<file path="config.mk">
export PLATFORM = sky130hd
export DESIGN_NAME = conv_frame_sequencer
export DESIGN_NICKNAME = d
export VERILOG_FILES = /design/src/rtl/conv_frame_sequencer.sv
export SDC_FILE = /design/constraint.sdc
export NUM_CORES = 1
export LEC_CHECK = 0
export ABC_AREA = 1
export CORE_ASPECT_RATIO = 0.5
export CORE_MARGIN = 2
export CORE_UTILIZATION = 49
export CTS_BUF_LIST = sky130_fd_sc_hd__clkbuf_2
export DETAILED_ROUTE_END_ITERATION = 10
export PLACE_DENSITY = 0.88
export SYNTH_ARGS = -nofsm -noshare
export SYNTH_HDL_FRONTEND = slang
export SYNTH_SLANG_ARGS = --single-unit
</file>
<file path="constraint.sdc">
create_clock -name clk -period 5.1 [get_ports clk]
set_input_delay 0.765 -clock clk [delete_from_list [all_inputs] [get_ports clk]]
set_output_delay 0.765 -clock clk [all_outputs]
set_load 0.1 [all_outputs]
</file>
<file path="src/rtl/conv_frame_sequencer.sv">
// Frame sequencer for the 3x3 conv engine: reads a 3-channel frame, streams it, counts outputs.
// Optional macro SEQ_PERF_CNT_EN adds a busy-cycle counter on port cycle_count.
module conv_frame_sequencer #(
  parameter int DATA_WIDTH    = 32,
  parameter int WIDTH         = 56,
  parameter int HEIGHT        = 56,
  parameter int ADDR_WIDTH    = 12,
  parameter int OUT_PIXELS    = (WIDTH - 2) * (HEIGHT - 2),
  parameter int DRAIN_TIMEOUT = 1024
) (
  input  logic                  clk,
  input  logic                  resetn,
  input  logic                  start,
  input  logic                  hold,
  output logic                  rd_en,
  output logic [ADDR_WIDTH-1:0] rd_addr,
  input  logic [DATA_WIDTH-1:0] rd_data_0,
  input  logic [DATA_WIDTH-1:0] rd_data_1,
  input  logic [DATA_WIDTH-1:0] rd_data_2,
  output logic                  conv_valid_in,
  output logic [DATA_WIDTH-1:0] conv_data_0,
  output logic [DATA_WIDTH-1:0] conv_data_1,
  output logic [DATA_WIDTH-1:0] conv_data_2,
  input  logic                  conv_valid_out,
  input  logic                  conv_done,
  output logic                  busy,
  output logic                  done,
  output logic                  err,
  output logic [15:0]           out_count
`ifdef SEQ_PERF_CNT_EN
  ,
  output logic [31:0]           cycle_count
`endif
);

  localparam int NPIX = WIDTH * HEIGHT;
  localparam logic [ADDR_WIDTH-1:0] LAST_ADDR = ADDR_WIDTH'(NPIX - 1);
  localparam logic [15:0] OUT_TARGET = 16'(OUT_PIXELS);
  localparam int TO_W = (DRAIN_TIMEOUT > 2) ? $clog2(DRAIN_TIMEOUT) : 1;
  // Idle counter is cleared by a pulse (or by leaving FEED), so the limit
  // lands the done pulse DRAIN_TIMEOUT cycles after the last engine activity.
  localparam logic [TO_W-1:0] TO_LIMIT = TO_W'(DRAIN_TIMEOUT - 2);

  typedef enum logic [1:0] {S_IDLE, S_FEED, S_DRAIN, S_DONE} state_t;

  state_t          state, state_nxt;
  logic            start_acc;
  logic            err_set;
  logic [15:0]     cnt_nxt;
  logic [TO_W-1:0] idle_cnt;
  logic            rd_vld_p1;
  logic [DATA_WIDTH-1:0] hold_0_p1, hold_1_p1, hold_2_p1;

  function automatic logic [15:0] sat_inc16(input logic [15:0] v);
    return (v == 16'hFFFF) ? v : v + 16'd1;
  endfunction

  assign busy = (state == S_FEED) || (state == S_DRAIN);
  assign done = (state == S_DONE);

  always_comb begin
    state_nxt = state;
    rd_en     = 1'b0;
    start_acc = 1'b0;
    err_set   = 1'b0;
    cnt_nxt   = out_count;
    if (conv_valid_out && busy) cnt_nxt = sat_inc16(out_count);
    case (state)
      S_IDLE: begin
        if (start) begin
          state_nxt = S_FEED;
          start_acc = 1'b1;
        end
      end
      S_FEED: begin
        rd_en = !hold;
        if (!hold && rd_addr == LAST_ADDR) state_nxt = S_DRAIN;
      end
      S_DRAIN: begin
        if (cnt_nxt == OUT_TARGET || conv_done) begin
          state_nxt = S_DONE;
        end else if (!conv_valid_out && idle_cnt == TO_LIMIT) begin
          state_nxt = S_DONE;
          err_set   = 1'b1;
        end
      end
      S_DONE:  state_nxt = S_IDLE;
      default: state_nxt = S_IDLE;
    endcase
  end

  always_ff @(posedge clk) begin
    if (resetn) begin
      state     <= S_IDLE;
      rd_addr   <= '0;
      out_count <= '0;
      err       <= 1'b0;
      idle_cnt  <= '0;
    end else begin
      state <= state_nxt;
      if (start_acc) begin
        rd_addr   <= '0;
        out_count <= '0;
        err       <= 1'b0;
      end else begin
        out_count <= cnt_nxt;
        if (err_set) err <= 1'b1;
        if (rd_en && rd_addr != LAST_ADDR) rd_addr <= rd_addr + ADDR_WIDTH'(1);
      end
      if (state != S_DRAIN || conv_valid_out) idle_cnt <= '0;
      else if (idle_cnt != TO_LIMIT)          idle_cnt <= idle_cnt + TO_W'(1);
    end
  end

  // Stage p1: read data arrives one cycle after rd_en; pass it through while
  // valid and keep the last word on the engine inputs otherwise.
  always_ff @(posedge clk) begin
    if (resetn) begin
      rd_vld_p1 <= 1'b0;
      hold_0_p1 <= '0;
      hold_1_p1 <= '0;
      hold_2_p1 <= '0;
    end else begin
      rd_vld_p1 <= rd_en;
      if (rd_vld_p1) begin
        hold_0_p1 <= rd_data_0;
        hold_1_p1 <= rd_data_1;
        hold_2_p1 <= rd_data_2;
      end
    end
  end

  assign conv_valid_in = rd_vld_p1;
  assign conv_data_0   = rd_vld_p1 ? rd_data_0 : hold_0_p1;
  assign conv_data_1   = rd_vld_p1 ? rd_data_1 : hold_1_p1;
  assign conv_data_2   = rd_vld_p1 ? rd_data_2 : hold_2_p1;

`ifdef SEQ_PERF_CNT_EN
  function automatic logic [31:0] sat_inc32(input logic [31:0] v);
    return (v == 32'hFFFF_FFFF) ? v : v + 32'd1;
  endfunction

  always_ff @(posedge clk) begin
    if (resetn)         cycle_count <= '0;
    else if (start_acc) cycle_count <= '0;
    else if (busy)      cycle_count <= sat_inc32(cycle_count);
  end
`endif

endmodule

</file>
==> results.txt, run 1 <==
Synthesized flop and latch total -> 138
Arrival time of the worst setup path -> 3.28 ns
Initial core utilization -> 50.82%
Total track usage -> 24.74%
Synthesis Warnings -> 0
GRT overflow -> 0
Max Cap Violations -> 0
Antenna cells -> 0
Fin Clk Skew -> 0.03435 ns
Data required time of the worst path -> 4.34 ns
Worst-Margin Slew -> 1.065 ns
RSZ-0062 raised after global routing -> false
Pin count of the biggest net entering global routing -> 99
H-tree Lvls -> 4
WHS -> 0.4626 ns
Num rows -> 28
Startpoint Class -> flop
Most common cell after layout, fill and taps aside -> nand2_1
Final cycle utilization of the critical path -> 79.28%
Total core area -> 0.01198 mm^2
Mapped Nets -> 1008
# IOs -> 231
Initial antenna violation count -> 0
Fin crit period -> 4.044 ns
# Post-CTS Setup Buffers -> 0
Port Buffers -> 230
Number of global-route vias before repair -> 5870
Clk sink count -> 138
CP endpoint kind -> output pin
Cells after synthesis -> 897
Fin. max-slew vios -> 0
Post-cts gate resize count -> 0
Post-Syn Area per Cell -> 6.789 um^2
Hold WC Path Type -> flop to flop
Worst slew margin -> 29.00%
Clock buffer count from CTS -> 17
First-pass GRT wire length -> 27120 um
Outcome -> finished clean
Hold Fails Final Rpt -> 0
Antenna Nets Post-Route -> 0
Cts hold-fix bufs -> 0
Vias post-DR -> 6390
F_max -> 247.3 MHz
Setup violations, final -> 0
Root buf cell -> clkbuf_2
Routed len/inst -> 13.04 um
Leakage -> 3.776 nW
Number of nets in the layout -> 1225
Unique cell type count in the Yosys netlist -> 32
WS Path Type -> flop to output pin
Worst VDD drop -> 341.8 uV
Detail Placement HPWL -> 12200 um
DRC viols -> 0
Detailed Routing Iterations Pass 1 -> 5
Clock transition at the registers of the reported paths -> 0.20 ns
Pwr dens -> 396.9 mW/mm^2
Register area share after synthesis -> 45.37%
Vias/cell -> 4.950
Tot Pwr -> 3.459 mW
CTS Buffer Depth -> 2
CTS tree -> built
Die Y -> 82.83 um
RD Place Congestion -> 0.8827
Die ar. -> 0.01339 mm^2
Layout area overhead -> 43.13%
Most frequent cells in the layout -> nand2_1, clkdlybuf4s50_1, dfxtp_1
CP max FO -> 56
DR iter-0 viols -> 382
Wirelength, routed -> 16840 um
Final setup TNS -> 0 ns
Netlist Area Pre-Place -> 0.006090 mm^2
Layout cells sized above 1 -> 5.240%
Clk_lat worst skew -> 0.69 ns
Die Wd -> 161.7 um
==> cells by family (layout without fill, tap and decap cells) <==
kind of cell               Yosys count  count (layout)  share of synthesized area, %
AOI/OAI and AO/OA                  133             133                         11.12
xor gates and xnor gates            10              10                         1.438
adders and majority gates            9               9                         1.849
buffers and inverters               99             328                         6.226
DFF                                138             138                         45.37
and+or+nand+nor                    508             508                         34.00
==> power breakdown <==
group	internal (mW)	leakage (nW)	switching, mW	total, mW
Combinational	0.399	2.54	1.25	1.65
Clock	0.178	0.123	0.417	0.595
Sequential	1.16	1.12	0.0567	1.21
Total	1.73	3.78	1.73	3.46
==> sequential cells by signal, indices dropped and copies added, names as in the netlist <==
name	cells
hold_2_p1	32
rd_addr	12
state	2
out_count	16
idle_cnt	10
hold_1_p1	32
conv_valid_in	1
hold_0_p1	32
err	1
==> stage by stage <==
step / instances / area (um^2) / setup slack, ns / utilization, %
after floorplan: 897 / 6090 / 1.808 / -
after global placement: 1260 / 8503 / 1.756 / 70.97
after detailed placement: 1260 / 8503 / 1.737 / 70.97
after CTS: 1291 / 8716 / 0.9935 / 72.74
after global routing: 1291 / 8716 / 0.8545 / 72.74
final: 1291 / 8716 / 1.056 / 72.74
==> metal layers <==
metal	share of wire (%)	wire, um	up-vias	GRT usage [%]
met5	0	0	-	0
met4	2.4	410	0	9.332
met3	5.3	885	35	5.794
met2	49	8211	170	43.55
met1	44	7328	2917	29.50
li1	-	-	3268	-
==> cell usage after synthesis, drive strengths merged <==
library cell / n / area (um^2)
nand2: 380 / 1446
dfxtp: 138 / 2763
a21oi: 113 / 565.5
nor2: 66 / 275.3
inv: 63 / 236.5
nand3: 32 / 170.2
clkbuf: 31 / 116.4
o21ai: 16 / 80.08
nor3: 15 / 75.07
ha: 9 / 112.6
xor2: 8 / 70.07
nand4: 5 / 31.28
buf: 4 / 22.52
nand3b: 4 / 33.78
nor4: 3 / 18.77
xnor2: 2 / 17.52
a31oi: 1 / 6.260
and2: 1 / 6.260
clkinv: 1 / 3.750
nor3b: 1 / 7.510
o211a: 1 / 10.01
o21a: 1 / 7.510
o21bai: 1 / 7.510
or2: 1 / 6.260
==> critical path: stages (launching register included) <==
cell	delay [ns]
dfxtp_2	0.91
buf_12	0.32
nand2_1	0.11
nand2_1	0.09
clkdlybuf4s50_1	1.16
==> cell type report <==
cell class	instances	area, um^2
Inverter	64	240.2
Multi-Input combinational cell	660	2948
Sequential cell	138	2764
Timing Repair Buffer	233	2345
Tap cell	165	206.4
Fill cell	962	3266
Clock inverter	13	122.6
Clock buffer	18	90.09
==> path summary, 6_finish.rpt <==
kind                      start              to  slack (ns)  depth (start not counted)
setup / recovery  conv_valid_in  conv_data_1[2]        1.06                          4
setup reg to reg       state[1]        state[0]        2.71                         17
hold reg to reg             err             err        0.46                          2
hold / removal              err             err        0.46                          2
No activity file was read; power rests on OpenSTA's default activity.
==> run 2: changes to the inputs <==
--- a/config.mk
+++ b/config.mk
@@ -8,10 +8,10 @@
 export ABC_AREA = 1
 export CORE_ASPECT_RATIO = 0.5
 export CORE_MARGIN = 2
-export CORE_UTILIZATION = 49
+export CORE_UTILIZATION = 46
 export CTS_BUF_LIST = sky130_fd_sc_hd__clkbuf_2
 export DETAILED_ROUTE_END_ITERATION = 10
-export PLACE_DENSITY = 0.88
+export PLACE_DENSITY = 0.83
 export SYNTH_ARGS = -nofsm -noshare
 export SYNTH_HDL_FRONTEND = slang
 export SYNTH_SLANG_ARGS = --single-unit
==> constraint.sdc (replaced) <==
create_clock -name clk -period 4 [get_ports clk]
set_input_delay 0.6 -clock clk [delete_from_list [all_inputs] [get_ports clk]]
set_output_delay 0.6 -clock clk [all_outputs]
set_load 0.1 [all_outputs]
==> results.txt, run 2 (synthesis results as in run 1) <==
Outcome -> finished clean (unchanged)
DR iter-0 viols -> 342 (was 382)
CP max stage delay -> 1.17 ns (was 1.16 ns)
Crit path launch -> state[0] (was conv_valid_in)
Most common cell after layout, fill and taps aside -> nand2_1 (unchanged)
Pre-CTS WS -> 1.310 ns (was 1.737 ns)
Vias post-DR -> 6383 (was 6390)
# IOs -> 231 (unchanged)
Layout area overhead -> 39.82% (was 43.13%)
PnR worst setup slack -> 0.7050 ns (was 1.056 ns)
Root buf cell -> clkbuf_2 (unchanged)
Detailed Routing Iterations Pass 1 -> 7 (was 5)
Clk_lat worst skew -> 0.68 ns (was 0.69 ns)
CTS tree -> built (unchanged)
Die Wd -> 166.7 um (was 161.7 um)
Reg2reg setup slack -> 1.59 ns (was 2.71 ns)
F_max -> 303.5 MHz
WHS -> 0.3751 ns (was 0.4626 ns)
Worst r2r dst -> state[1] (was state[0])
Fin util -> 66.47% (was 72.74%)
First-pass GRT wire length -> 27140 um (was 27120 um)
R2R cell count -> 16 (was 17)
Worst setup path endpoint -> busy (was conv_data_1[2])
Die Y -> 85.36 um (was 82.83 um)
Wirelength, routed -> 16580 um (was 16840 um)
CP max FO -> 4 (was 56)
Layout cells sized above 1 -> 13.99% (was 5.240%)
Worst path depth -> 3 (was 4)
Initial core utilization -> 47.54% (was 50.82%)
DRC viols -> 0 (unchanged)
CP max-delay cell -> clkdlybuf4s50_1 (unchanged)
Antenna Nets Post-Route -> 0 (unchanged)
Worst-Margin Slew -> 1.051 ns (was 1.065 ns)
Hold WC Path Type -> input pin to flop (was flop to flop)
Fin crit period -> 3.295 ns
Final cycle utilization of the critical path -> 82.38%
CP endpoint kind -> output pin (unchanged)
Detail Placement HPWL -> 12060 um (was 12200 um)
Total core area -> 0.01281 mm^2 (was 0.01198 mm^2)
Fin. max-slew vios -> 0 (unchanged)
Leakage -> 3.983 nW (was 3.776 nW)
Total track usage -> 23.16% (was 24.74%)
Die ar. -> 0.01423 mm^2 (was 0.01339 mm^2)
Hold path cells -> 4 (was 2)
Initial antenna violation count -> 0 (unchanged)
Vias/cell -> 4.914 (was 4.950)
# placed instances -> 1267 (was 1260)
Num rows -> 29 (was 28)
Final setup TNS -> 0 ns (unchanged)
RSZ-0062 raised after global routing -> false (unchanged)
Placed Area -> 0.008254 mm^2 (was 0.008503 mm^2)
Pwr dens -> 526.7 mW/mm^2 (was 396.9 mW/mm^2)
Arrival time of the worst setup path -> 2.70 ns (was 3.28 ns)
WS Path Type -> flop to output pin (unchanged)
Startpoint Class -> flop (unchanged)
Clock buffer count from CTS -> 17 (unchanged)
Reg-to-reg critical path startpoint -> out_count[0] (was state[1])
Worst VDD drop -> 318.2 uV (was 341.8 uV)
CP delay by family, top -> buffers and inverters (unchanged)
Pin count of the biggest net entering global routing -> 98 (was 99)
Number of nets in the layout -> 1227 (was 1225)
Worst slew margin -> 29.81% (was 29.00%)
WP buf/inv -> 2 (unchanged)
GRT overflow -> 0 (unchanged)
Data required time of the worst path -> 3.40 ns (was 4.34 ns)
Post-route cell area -> 0.008514 mm^2 (was 0.008716 mm^2)
Hold Fails Final Rpt -> 0 (unchanged)
Largest registers -> hold_0_p1 (32), hold_1_p1 (32), hold_2_p1 (32) (unchanged)
Setup violations, final -> 0 (unchanged)
Antenna cells -> 0 (unchanged)
Hold_sp -> resetn (was err)
Tot Pwr -> 4.484 mW (was 3.459 mW)
RD Place Congestion -> 0.9336 (was 0.8827)
Clock transition at the registers of the reported paths -> 0.21 ns (was 0.20 ns)
Post-cts gate resize count -> 0 (unchanged)
Routed len/inst -> 12.76 um (was 13.04 um)
# Post-CTS Setup Buffers -> 0 (unchanged)
CP cell instances -> inv_1, ha_1, clkdlybuf4s50_1 (was buf_12, nand2_1, nand2_1, clkdlybuf4s50_1)
Clk sink count -> 138 (unchanged)
H-tree Lvls -> 4 (unchanged)
Max Cap Violations -> 0 (unchanged)
Number of global-route vias before repair -> 5884 (was 5870)
Port Buffers -> 230 (unchanged)
CTS Buffer Depth -> 2 (unchanged)
Most frequent cells in the layout -> nand2_1, dfxtp_1, clkdlybuf4s50_1 (was nand2_1, clkdlybuf4s50_1, dfxtp_1)
Cts hold-fix bufs -> 0 (unchanged)
Fin Clk Skew -> 0.03218 ns (was 0.03435 ns)
Non-filler instance count after layout -> 1299 (was 1291)
## run 2: power breakdown
part | switching (mW) | internal [mW] | total [mW]
Clock | 0.531 | 0.347 | 0.878
Combinational | 1.61 | 0.462 | 2.07
Sequential | 0.0569 | 1.47 | 1.53
## run 2: metal layers
| layer | track usage (%) | vias to the layer above | share of wire, % |
|---|---|---|---|
| li1 | - | 3281 | - |
| met3 | 4.571 | 41 | 5.0 |
| met5 | 0 | - | 0 |
| met4 | 9.639 | 0 | 2.6 |
| met1 | 27.08 | 2869 | 43 |
| met2 | 42.15 | 192 | 50 |
## run 2: worst min path at each step
stage / to / slack [ns]
floorplan: hold_0_p1[30] / 0.45
global placement: err / 0.44
detailed placement: err / 0.45
CTS: out_count[15] / 0.32
global route: out_count[15] / 0.36
finish: out_count[15] / 0.38
## run 2: final cells by class
cell class	instances	area (um^2)
Fill cell	1087	4294
Multi-Input combinational cell	660	2948
Sequential cell	138	2764
Timing Repair Buffer	235	2090
Inverter	64	240.2
Tap cell	170	212.7
Clock inverter	15	175.2
Clock buffer	17	85.08
## run 2: worst min-delay path: stages
cell	delay, ns
buf_2	0.13
a21oi_1	0.15
o21ai_0	0.11
inv_1	0.04
